<file path="src/rtl/level_controller.sv">
// Game-progress FSM for the memory game: counts cleared rounds, steps level 01->10->11, pauses between levels, flags win/loss.
// Latency: every output is registered and updates on the clock edge after the input pulse that caused the change.
// Backpressure: none; while busy (pause), WON or LOST, round_ok/round_fail are dropped and start is only honoured outside PLAY/PAUSE.
//
// Ports:
//   clk, reset_n                       clock (rising edge) and asynchronous active-low reset
//   start, round_ok, round_fail        1-cycle input pulses from the game logic
//   level[1:0]                         00 idle, 01/10/11 = level 1/2/3 (drives the level decoder directly)
//   round_idx[3:0]                     rounds cleared in the current level
//   busy                               high for exactly PAUSE_CYCLES cycles in each inter-level / retry pause
//   game_won, game_over                sticky result flags, cleared by start
//   lives[1:0]                         remaining retries (tied to 0 unless LEVEL_CTRL_LIVES_EN is defined)
//
// Optional feature: define LEVEL_CTRL_LIVES_EN to give the player LIVES retries per game.
module level_controller #(
  parameter int ROUNDS_PER_LEVEL = 3,
  parameter int PAUSE_CYCLES     = 100_000_000,
  parameter int LIVES            = 3
) (
  input  logic       clk,
  input  logic       reset_n,
  input  logic       start,
  input  logic       round_ok,
  input  logic       round_fail,
  output logic [1:0] level,
  output logic [3:0] round_idx,
  output logic       busy,
  output logic       game_won,
  output logic       game_over,
  output logic [1:0] lives
);

  localparam int                 CNT_W      = $clog2(PAUSE_CYCLES + 1);
  localparam logic [CNT_W-1:0]   PAUSE_LOAD = CNT_W'(PAUSE_CYCLES - 1);
  localparam logic [3:0]         LAST_ROUND = 4'(ROUNDS_PER_LEVEL - 1);

  // Elaboration-time parameter range check.
  if (ROUNDS_PER_LEVEL < 1 || ROUNDS_PER_LEVEL > 15 || PAUSE_CYCLES < 1 ||
      LIVES < 1 || LIVES > 3) begin : g_bad_param
    $error("level_controller: parameter out of range");
  end

  typedef enum logic [2:0] {
    S_IDLE,
    S_PLAY,
    S_PAUSE,
    S_WON,
    S_LOST
  } state_t;

  state_t           state_q, state_d;
  logic [1:0]       level_q, level_d;
  logic [3:0]       round_idx_q, round_idx_d;
  logic             busy_q, busy_d;
  logic             game_won_q, game_won_d;
  logic             game_over_q, game_over_d;
  logic [CNT_W-1:0] cnt_q, cnt_d;

`ifdef LEVEL_CTRL_LIVES_EN
  localparam logic [1:0] LIVES_INIT = 2'(LIVES);
  logic [1:0] lives_q, lives_d;
`endif

  always_comb begin
    state_d     = state_q;
    level_d     = level_q;
    round_idx_d = round_idx_q;
    busy_d      = busy_q;
    game_won_d  = game_won_q;
    game_over_d = game_over_q;
    cnt_d       = cnt_q;
`ifdef LEVEL_CTRL_LIVES_EN
    lives_d     = lives_q;
`endif

    case (state_q)
      S_IDLE, S_WON, S_LOST: begin
        if (start) begin
          state_d     = S_PLAY;
          level_d     = 2'b01;
          round_idx_d = 4'd0;
          busy_d      = 1'b0;
          game_won_d  = 1'b0;
          game_over_d = 1'b0;
`ifdef LEVEL_CTRL_LIVES_EN
          lives_d     = LIVES_INIT;
`endif
        end
      end

      S_PLAY: begin
        // round_fail is checked first so it wins over a simultaneous round_ok.
        if (round_fail) begin
`ifdef LEVEL_CTRL_LIVES_EN
          if (lives_q > 2'd1) begin
            // Retry the same level from its first round after a full pause.
            lives_d     = lives_q - 2'd1;
            round_idx_d = 4'd0;
            state_d     = S_PAUSE;
            busy_d      = 1'b1;
            cnt_d       = PAUSE_LOAD;
          end else begin
            lives_d     = 2'd0;
            state_d     = S_LOST;
            game_over_d = 1'b1;
          end
`else
          state_d     = S_LOST;
          game_over_d = 1'b1;
`endif
        end else if (round_ok) begin
          if (round_idx_q == LAST_ROUND) begin
            if (level_q == 2'b11) begin
              // Final level cleared: level and round_idx freeze at their last values.
              state_d    = S_WON;
              game_won_d = 1'b1;
            end else begin
              level_d     = level_q + 2'd1;
              round_idx_d = 4'd0;
              state_d     = S_PAUSE;
              busy_d      = 1'b1;
              cnt_d       = PAUSE_LOAD;
            end
          end else begin
            round_idx_d = round_idx_q + 4'd1;
          end
        end
      end

      S_PAUSE: begin
        // Counter is loaded with PAUSE_CYCLES-1, so busy covers count values
        // PAUSE_CYCLES-1 down to 0: exactly PAUSE_CYCLES cycles.
        if (cnt_q == '0) begin
          state_d = S_PLAY;
          busy_d  = 1'b0;
        end else begin
          cnt_d = cnt_q - CNT_W'(1);
        end
      end

      default: begin
        state_d = S_IDLE;
      end
    endcase
  end

  always_ff @(posedge clk or negedge reset_n) begin
    if (!reset_n) begin
      state_q     <= S_IDLE;
      level_q     <= 2'b00;
      round_idx_q <= 4'd0;
      busy_q      <= 1'b0;
      game_won_q  <= 1'b0;
      game_over_q <= 1'b0;
      cnt_q       <= '0;
    end else begin
      state_q     <= state_d;
      level_q     <= level_d;
      round_idx_q <= round_idx_d;
      busy_q      <= busy_d;
      game_won_q  <= game_won_d;
      game_over_q <= game_over_d;
      cnt_q       <= cnt_d;
    end
  end

`ifdef LEVEL_CTRL_LIVES_EN
  always_ff @(posedge clk or negedge reset_n) begin
    if (!reset_n) begin
      lives_q <= 2'd0;
    end else begin
      lives_q <= lives_d;
    end
  end

  assign lives = lives_q;
`else
  assign lives = 2'd0;
`endif

  assign level     = level_q;
  assign round_idx = round_idx_q;
  assign busy      = busy_q;
  assign game_won  = game_won_q;
  assign game_over = game_over_q;

endmodule

</file>
<file path="config.mk">
export PLATFORM = sky130hd
export DESIGN_NAME = level_controller
export DESIGN_NICKNAME = d
export VERILOG_FILES = /design/src/rtl/level_controller.sv
export SDC_FILE = /design/constraint.sdc
export NUM_CORES = 1
export LEC_CHECK = 0
export ABC_CLOCK_PERIOD_IN_PS = 3400
export CORE_AREA = 2 2 70 72
export CTS_CLUSTER_DIAMETER = 150
export DETAILED_ROUTE_END_ITERATION = 6
export DIE_AREA = 0 0 72 74
export PLACE_DENSITY = 0.74
export SYNTH_ARGS = -nofsm -noshare
export SYNTH_HDL_FRONTEND = slang
export SYNTH_SLANG_ARGS = --single-unit
export TNS_END_PERCENT = 10
</file>
<file path="constraint.sdc">
create_clock -name clk -period 3.4 [get_ports clk]
set_clock_uncertainty 0.1 [all_clocks]
set_input_delay 0.34 -clock clk [delete_from_list [all_inputs] [get_ports clk]]
set_output_delay 0.34 -clock clk [all_outputs]
set_load 0.02 [all_outputs]
</file>
== After elaboration in Yosys (flattened, before gate mapping) ==
Cells that the tools add are included.
Cells by class
  add/sub/neg operators: 3
  eq/ne operators: 18
  multiplexer cells: 39
  reductions and logical operators: 13
Operators by type and width (count)
  two-way mux 27 bit: 5
  one-hot mux 27 bit (2 select lines): 1
  logical NOT 27 bit: 1
  subtractor 27 x 1 -> 27 bit (second input constant): 1
  two-way mux 4 bit: 5
  != test 2 bit (second input constant): 9
  AND reduction 6 bit: 3
  two-way mux 3 bit: 5
  two-way mux 1 bit: 12
  two-way mux 2 bit: 5
  != test 3 bit (second input constant): 3
  one-hot mux 3 bit (3 select lines): 1
  one-hot mux 4 bit (2 select lines): 1
  AND reduction 7 bit: 1
  equality test 3 x 2 -> 1 bit (second input constant): 2
  AND reduction 5 bit: 1
  adder 4 x 1 -> 4 bit (second input constant): 1
  equality test 4 x 2 -> 1 bit (second input constant): 1
  one-hot mux 1 bit (2 select lines): 2
  one-hot mux 2 bit (2 select lines): 1
  AND reduction 4 bit: 1
  nonzero test 2 bit: 2
  equality test 3 x 1 -> 1 bit (second input constant): 1
  equality test 3 bit (second input constant): 1
  other kinds (7): 7
Storage, ports and cells
  register bits: 39
  bits of input ports: 5
  output and inout port bits: 11
  word-level logic and storage cells: 80

== Logic depth before layout (Yosys ltp) ==
Gate-level depths: netlist (run 1).
  depth in word-level cells: 6
  gate-level depth with buffers: 10
  gate-level depth less buffers: 8

== Least setup slack after synthesis (run 1) ==
Ideal clock, no wire load.
  path type: register to register
  start point: register level_q[0] (netlist: level[0])
  end point: register cnt_q[21]
  setup time: 0.131 ns
  arrival: 2.238 ns
  data required time: 3.169 ns
  path slack: 0.931 ns
  stages on the path, launching flop included: 9
  buffers on the path: 1
  period minus slack after synthesis: 2.469 ns
  path through: dfrtp_1 ha_1 nor3b_1 a41oi_1 nor2_1 nand4_2 buf_6 o31a_1 or3_1
On the way
  word-level cells in the longest chain between the ends: 3
Ends and longest elaborated chain
  start, declared: line 52  | logic [1:0] level_q, level_d;
  start signal, assigned: line 158  | level_q <= level_d;
  equality test 2 bit: line 113  | if (level_q == 2'b11) begin
  != test 2 bit (no source line)
  AND reduction 6 bit (no source line)
  end signal, assigned: line 163  | cnt_q <= cnt_d;
  end, declared: line 57  | logic [CNT_W-1:0] cnt_q, cnt_d;
Every way passes these cells.
A chain may end at the register's enable or synchronous reset.

== Worst setup path after layout (run 1) ==
  start point: register cnt_q[0]
  end point: register cnt_q[21]
On the way
  word-level cells in the longest chain between the ends: 3
  elaborated cells on any way between the ends: 6
  those cells by class: add/sub (1); eq/ne (1); mux (2); reduce/logical (2)
Ends and longest elaborated chain (line)
  subtractor 27 x 1 -> 27 bit or logical NOT 27 bit (tied branches): 137, 133
  two-way mux 27 bit or != test 2 bit (tied branches)
  one-hot mux 27 bit (2 select lines) or AND reduction 6 bit (tied branches)
Parallel ways exist; a longest one is shown, timed or not. The select of a mux whose other input is x is not followed.

==> out/metrics.csv, run 1 <==
metric,value,unit
Worst R2R Setup Slack,0.48,ns
total power,1.87,mW
root buf cell,clkbuf_8,
mapped cell area,2190,um2
FP Rows,25,
VDD IR-drop max,0.313,mV
xor/xnor cell area share of the yosys netlist,5.19,%
Starting DRT DRC Count,94,
Post-synth ARST share,100,%
initial antenna violation count,0,
DP Area,2330,um2
DIE HEIGHT,74,um
PwrDens,769,nW/um2
min cycle time layout,2.92,ns
RSZ-0062 raised after global routing,no,
Final ANT Viol Nets,0,
# IOs,16,
Worst Path Arrival,2.98,ns
H-Tree Depth,2,
Finished Layout Cells,300,
crit start category,flop,
postcts setup bufs,0,
Area growth syn-to-layout,11.0,%
via count,1744,
main combinational cell family by area after synthesis,simple AND/OR/NAND/NOR gates,
fraction of the mapped netlist area in simple logic gates,28.8,%
Clock Latency Late Sink,0.28,ns
final wirelength,4260,um
CP max-delay cell,or3b_2,
PortBufs,13,
Critical Path RT,3.46,ns
Cells after Synth,234,
register area share after synthesis,44.5,%
Area contributors post-synth,"dfrtp_1 (45%), xor2_1 (4.8%), nand3_1 (3.7%)",
final setup TNS,0,ns
compound-cell area share of the yosys netlist,14.3,%
crit path kind,flop to flop,
period utilisation layout,85.8,%
aggregate global routing overflow,0,
"Hold-fix buffers, CTS",0,
post-CTS resize count,0,
Synth Area per Inst,9.37,um2
Pleak,1.08,nW
GRT Resource Usage Total,17.5,%
Crit Reg-Reg Startpoint,cnt_q[0]$_DFFE_PN0P_,
post-synth cell types,50,
Util after Layout,52.9,%
#FFs+latches synth,39,
Fin Hold WS,0.0485,ns
final instance area,2430,um2
clock buffer depth,2,
status,"complete, no violations",
DRC,0,
worst hold path type,input port to async pin,
routability cong.,0.776,
post-layout worst setup margin,0.483,ns
relative max-transition margin,44.7,%
Synth Flop Type,dfrtp_1,
GR Layer Usage met1,24.2,%
Total Nets Final,254,
first-pass GRT wire length,7380,um
post-DP HPWL,3050,um
largest net degree at the start of global routing,40,
number of synthesized flops with an enable pin,0,
share of the synthesized area in the top cell type,44.5,%
Chip Width,72,um
via/cell ratio,5.81,
Initial Utilization,47.7,%
Max Slew Vio Count,0,
crit-path cells,"inv_1, ha_1, or3b_2, nor3_1, nand4_1, nand4_2, nor4_1, or3_1",
Synth area leader,dfrtp_1,
r2r worst-path depth,8,
Worst Path Max Fanout,11,
Fin. Hold Viols,0,
core area,4600,um2
adder-cell share of the synthesized area,2.28,%
Clock Sinks,39,
CP endpoint kind,flop,
Buf/Inv on CP,1,
layout cell share with drive strength beyond 1,8.13,%
max cap viols,0,
die area,5330,um2
multiplexer area fraction after synthesis,0,%
synth warn,0,
RR Endpoint,cnt_q[21]$_DFFE_PN0P_,
met3 Track Usage GR,3.93,%
Top delay family on crit path,simple AND/OR/NAND/NOR gates,
Num CTS Buffers,5,
GRT Max-Usage Layer,met2,
placed insts,292,
CTS tree,done,
measured slew at the worst slew-check pin,0.830,ns
Setup WS pre-CTS,0.478,ns
"Reg clk slew, reported paths",0.08,ns
Max Freq,343,MHz
# setup viols final,0,
# diodes,0,
vias in the first global route,1559,
met2 Use GR,27.9,%
Worst path max stage delay,0.49,ns
DRT Pass-1 Iters,4,
WL per Instance,14.2,um
==> worst register-to-register path, stage by stage, from the launching register on <==
cell and delay, ns:
dfrtp_1 0.42, inv_1 0.07, ha_1 0.18, or3b_2 0.49, nor3_1 0.29, nand4_1 0.46, nand4_2 0.42, nor4_1 0.07
or3_1 0.31
==> area by class of cell <==
class	count	area, um2
Timing Repair Buffer	16	148
Tap cell	54	67.6
Clock buffer	8	100
Fill cell	434	2160
Multi-Input combinational cell	176	1120
Inverter	7	26.3
Sequential cell	39	976
==> cells in the final DEF, fill, tap and decap left out, types with 4 or more instances in the layout <==
cell	synthesis	final
dfrtp_1	39	39
nand2_1	19	19
nand3_1	16	16
nor2_1	14	14
o21ai_0	14	14
a21oi_1	13	13
xor2_1	12	12
clkdlybuf4s50_1	0	12
nor3_1	10	10
or3_1	8	8
inv_1	7	7
or4_1	7	7
o31ai_1	7	7
clkbuf_8	0	7
nor3b_1	5	5
nand2b_1	5	5
nand4_1	4	4
ha_1	4	4
==> state kept, by name (all words and copies together) (netlist names) <==
| signal | cells |
|---|---|
| state_q | 3 |
| game_over | 1 |
| busy | 1 |
| round_idx | 4 |
| game_won | 1 |
| level | 2 |
| cnt_q | 27 |
==> Yosys cell counts (2+ instances only) <==
| cell type | count |
|---|---|
| nand2_1 | 19 |
| a211oi_1 | 2 |
| o21ai_1 | 2 |
| nor2b_1 | 2 |
| nand2b_1 | 5 |
| or4b_1 | 2 |
| inv_1 | 7 |
| or3_1 | 8 |
| nor2_1 | 14 |
| dfrtp_1 | 39 |
| nand3_1 | 16 |
| xor2_1 | 12 |
| buf_6 | 2 |
| nor3b_2 | 2 |
| ha_1 | 4 |
| nand4_1 | 4 |
| nor3_1 | 10 |
| nor4_1 | 3 |
| a21oi_1 | 13 |
| nor3b_1 | 5 |
| o21ai_0 | 14 |
| clkbuf_1 | 5 |
| buf_4 | 3 |
| buf_2 | 2 |
| or4_1 | 7 |
| o31ai_1 | 7 |
| or4_4 | 2 |
==> kinds of logic (layout without fill, tap and decap cells) <==
kind of cell,Yosys count,count (layout)
simple gates,108,108
compound gates,49,49
flops,39,39
buf+inv,20,31
xor+xnor,13,13
fa+ha+maj,4,4
other cells,1,2
==> metal layers <==
metal / vias up / share of wire (%)
met5: - / 0
met4: 0 / 0.31
met3: 2 / 3.6
met2: 30 / 47
met1: 834 / 49
li1: 878 / -
==> power breakdown <==
group          total [mW]  switching, mW  internal [mW]
logic               0.723          0.401          0.322
registers           0.807          0.187          0.620
clock network       0.341          0.156          0.185
==> worst max path at each step <==
| stage | from | to | slack [ns] | cells after the start |
|---|---|---|---|---|
| 5_1_grt | cnt_q[1]$_DFFE_PN0P_ | cnt_q[21]$_DFFE_PN0P_ | 0.23 | 8 |
| 6_report | cnt_q[0]$_DFFE_PN0P_ | cnt_q[21]$_DFFE_PN0P_ | 0.48 | 8 |
| 3_3_place_gp | round_ok | cnt_q[11]$_DFFE_PN0P_ | 0.59 | 8 |
| 4_1_cts | cnt_q[0]$_DFFE_PN0P_ | cnt_q[21]$_DFFE_PN0P_ | 0.49 | 8 |
| 3_5_place_dp | round_ok | cnt_q[19]$_DFFE_PN0P_ | 0.48 | 7 |
| 2_1_floorplan | level[0]$_DFFE_PN0P_ | cnt_q[21]$_DFFE_PN0P_ | 0.93 | 8 |
Power figures use the tool's default switching activity.
==> run 2: changes to the inputs <==
--- a/config.mk
+++ b/config.mk
@@ -5,12 +5,15 @@
 export SDC_FILE = /design/constraint.sdc
 export NUM_CORES = 1
 export LEC_CHECK = 0
+export ABC_AREA = 0
 export ABC_CLOCK_PERIOD_IN_PS = 3400
 export CORE_AREA = 2 2 70 72
 export CTS_CLUSTER_DIAMETER = 150
 export DETAILED_ROUTE_END_ITERATION = 6
 export DIE_AREA = 0 0 72 74
+export GPL_ROUTABILITY_DRIVEN = 1
 export PLACE_DENSITY = 0.74
+export SETUP_SLACK_MARGIN = 0.1
 export SYNTH_ARGS = -nofsm -noshare
 export SYNTH_HDL_FRONTEND = slang
 export SYNTH_SLANG_ARGS = --single-unit
==> results of run 2 <==
No change in the layout: final DEF, timing and power equal those of run 1.
==> run 3: changes to the inputs <==
--- a/config.mk
+++ b/config.mk
@@ -6,12 +6,11 @@
 export NUM_CORES = 1
 export LEC_CHECK = 0
 export ABC_AREA = 0
-export ABC_CLOCK_PERIOD_IN_PS = 3400
+export ABC_CLOCK_PERIOD_IN_PS = 3300
 export CORE_AREA = 2 2 70 72
 export CTS_CLUSTER_DIAMETER = 150
 export DETAILED_ROUTE_END_ITERATION = 6
 export DIE_AREA = 0 0 72 74
-export GPL_ROUTABILITY_DRIVEN = 1
 export PLACE_DENSITY = 0.74
 export SETUP_SLACK_MARGIN = 0.1
 export SYNTH_ARGS = -nofsm -noshare
==> constraint.sdc (replaced) <==
create_clock -name clk -period 3.3 [get_ports clk]
set_clock_uncertainty 0.1 [all_clocks]
set_input_delay 0.33 -clock clk [delete_from_list [all_inputs] [get_ports clk]]
set_output_delay 0.33 -clock clk [all_outputs]
set_load 0.02 [all_outputs]
==> run 3 against run 2 <==
Final area is 0.51% lower. Worst hold slack worse by 0.0037 ns. First-iteration DRC count is 11% lower. Non-clock buffer count stayed put. Global-route usage is 1.2 points higher. Sequential cell count stayed put. Maximum frequency is 1.1% higher.
==> out/metrics.csv, run 3 (synthesis results as in run 1) <==
metric,value,unit
PortBufs,13,
final wirelength,4390,um
Num CTS Buffers,5,
Fin. Hold Viols,0,
worst hold path type,input port to async pin,
max cap viols,0,
aggregate global routing overflow,0,
Crit Reg-Reg Startpoint,cnt_q[0]$_DFFE_PN0P_,
"commonest non-fill, non-tap cell in the layout",dfrtp_1,
H-Tree Depth,2,
largest net degree at the start of global routing,40,
die area,5330,um2
"commonest cells after routing, fill and taps aside","dfrtp_1 (39), nand2_1 (19), nand3_1 (16), nor2_1 (14), o21ai_0 (14)",
post-CTS resize count,0,
WL per Instance,14.7,um
Chip Width,72,um
initial antenna violation count,0,
Largest Register,cnt_q,
multi-input logic area,1120,um2
postcts setup bufs,0,
Final ANT Viol Nets,0,
relative max-transition margin,42.5,%
Pleak,1.08,nW
period utilisation layout,87.4,%
first-pass GRT wire length,7560,um
placed insts,292,
FP Rows,25,
DIE HEIGHT,74,um
core area,4600,um2
CTS tree,done,
Area growth syn-to-layout,10.4,%
status,"complete, no violations",
Max Slew Vio Count,0,
Clock Latency Late Sink,0.29,ns
DRT Pass-1 Iters,4,
Finished Layout Cells,299,
min cycle time layout,2.88,ns
crit path kind,flop to flop,
Critical Path RT,3.37,ns
GRT Resource Usage Total,18.7,%
PwrDens,787,nW/um2
Total Nets Final,254,
"Reg clk slew, reported paths",0.07,ns
layout cell share with drive strength beyond 1,8.16,%
Clock Sinks,39,
Worst Path Max Fanout,11,
via count,1758,
# diodes,0,
# fillers,440,
total power,1.90,mW
root buf cell,clkbuf_8,
via/cell ratio,5.88,
"Hold-fix buffers, CTS",0,
final setup TNS,0,ns
Starting DRT DRC Count,84,
Critical path origin,cnt_q[0]$_DFFE_PN0P_,
Fin Hold WS,0.0448,ns
sequential cell area,976,um2
post-DP HPWL,3150,um
Initial Utilization,47.7,%
DRC,0,
Util after Layout,52.7,%
# setup viols final,0,
clock buffer depth,2,
Worst Path Arrival,2.95,ns
VDD IR-drop max,0.323,mV
measured slew at the worst slew-check pin,0.862,ns
Max Freq,347,MHz
RSZ-0062 raised after global routing,no,
crit start category,flop,
CP endpoint kind,flop,
# IOs,16,
routability cong.,0.804,
max reg flops,27,
vias in the first global route,1614,
## run 3: where the power goes
| group | internal, mW | switching (mW) |
|---|---|---|
| registers | 0.639 | 0.192 |
| clock network | 0.164 | 0.161 |
| logic | 0.337 | 0.411 |
## run 3: critical path: stages (launching register included)
cell	delay, ns
dfrtp_1	0.42
inv_1	0.07
ha_1	0.17
or3b_2	0.49
nor3_1	0.28
nand4_1	0.45
nand4_2	0.40
nor4_1	0.07
or3_1	0.31
## run 3: path summary, 6_finish.rpt
path	to	cells past startpoint	slack, ns
min reg2reg	game_won$_DFFE_PN0P_	2	0.41
max reg2reg	cnt_q[21]$_DFFE_PN0P_	8	0.42
min	state_q[2]$_DFFE_PN0P_	1	0.04
min in group clk	game_won$_DFFE_PN0P_	2	0.41
max	cnt_q[21]$_DFFE_PN0P_	8	0.42
max in group asynchronous	cnt_q[1]$_DFFE_PN0P_	1	2.51
## run 3: cell type report
class                           count  area share [%]
Multi-Input combinational cell    176            46.1
Sequential cell                    39            40.3
Tap cell                           54            2.79
Timing Repair Buffer               16            6.10
Clock inverter                      1           0.207
Inverter                            7            1.09
Clock buffer                        6            3.41
## run 3: metal layers
layer / global-route usage, % / routed length (um) / vias to the layer above / share of wire, %
met5: 0 / 0 / - / 0
met4: 8.18 / 81 / 0 / 1.8
met3: 4.34 / 153 / 6 / 3.5
met2: 29.5 / 2020 / 25 / 46
met1: 24.9 / 2130 / 856 / 49
li1: - / - / 871 / -
## run 3: through the flow
stage,setup slack [ns],area [um2]
detailed placement,0.437,2330
finish,0.416,2420
global route,0.148,2420
CTS,0.407,2420
global placement,0.476,2330
floorplan,0.831,2200
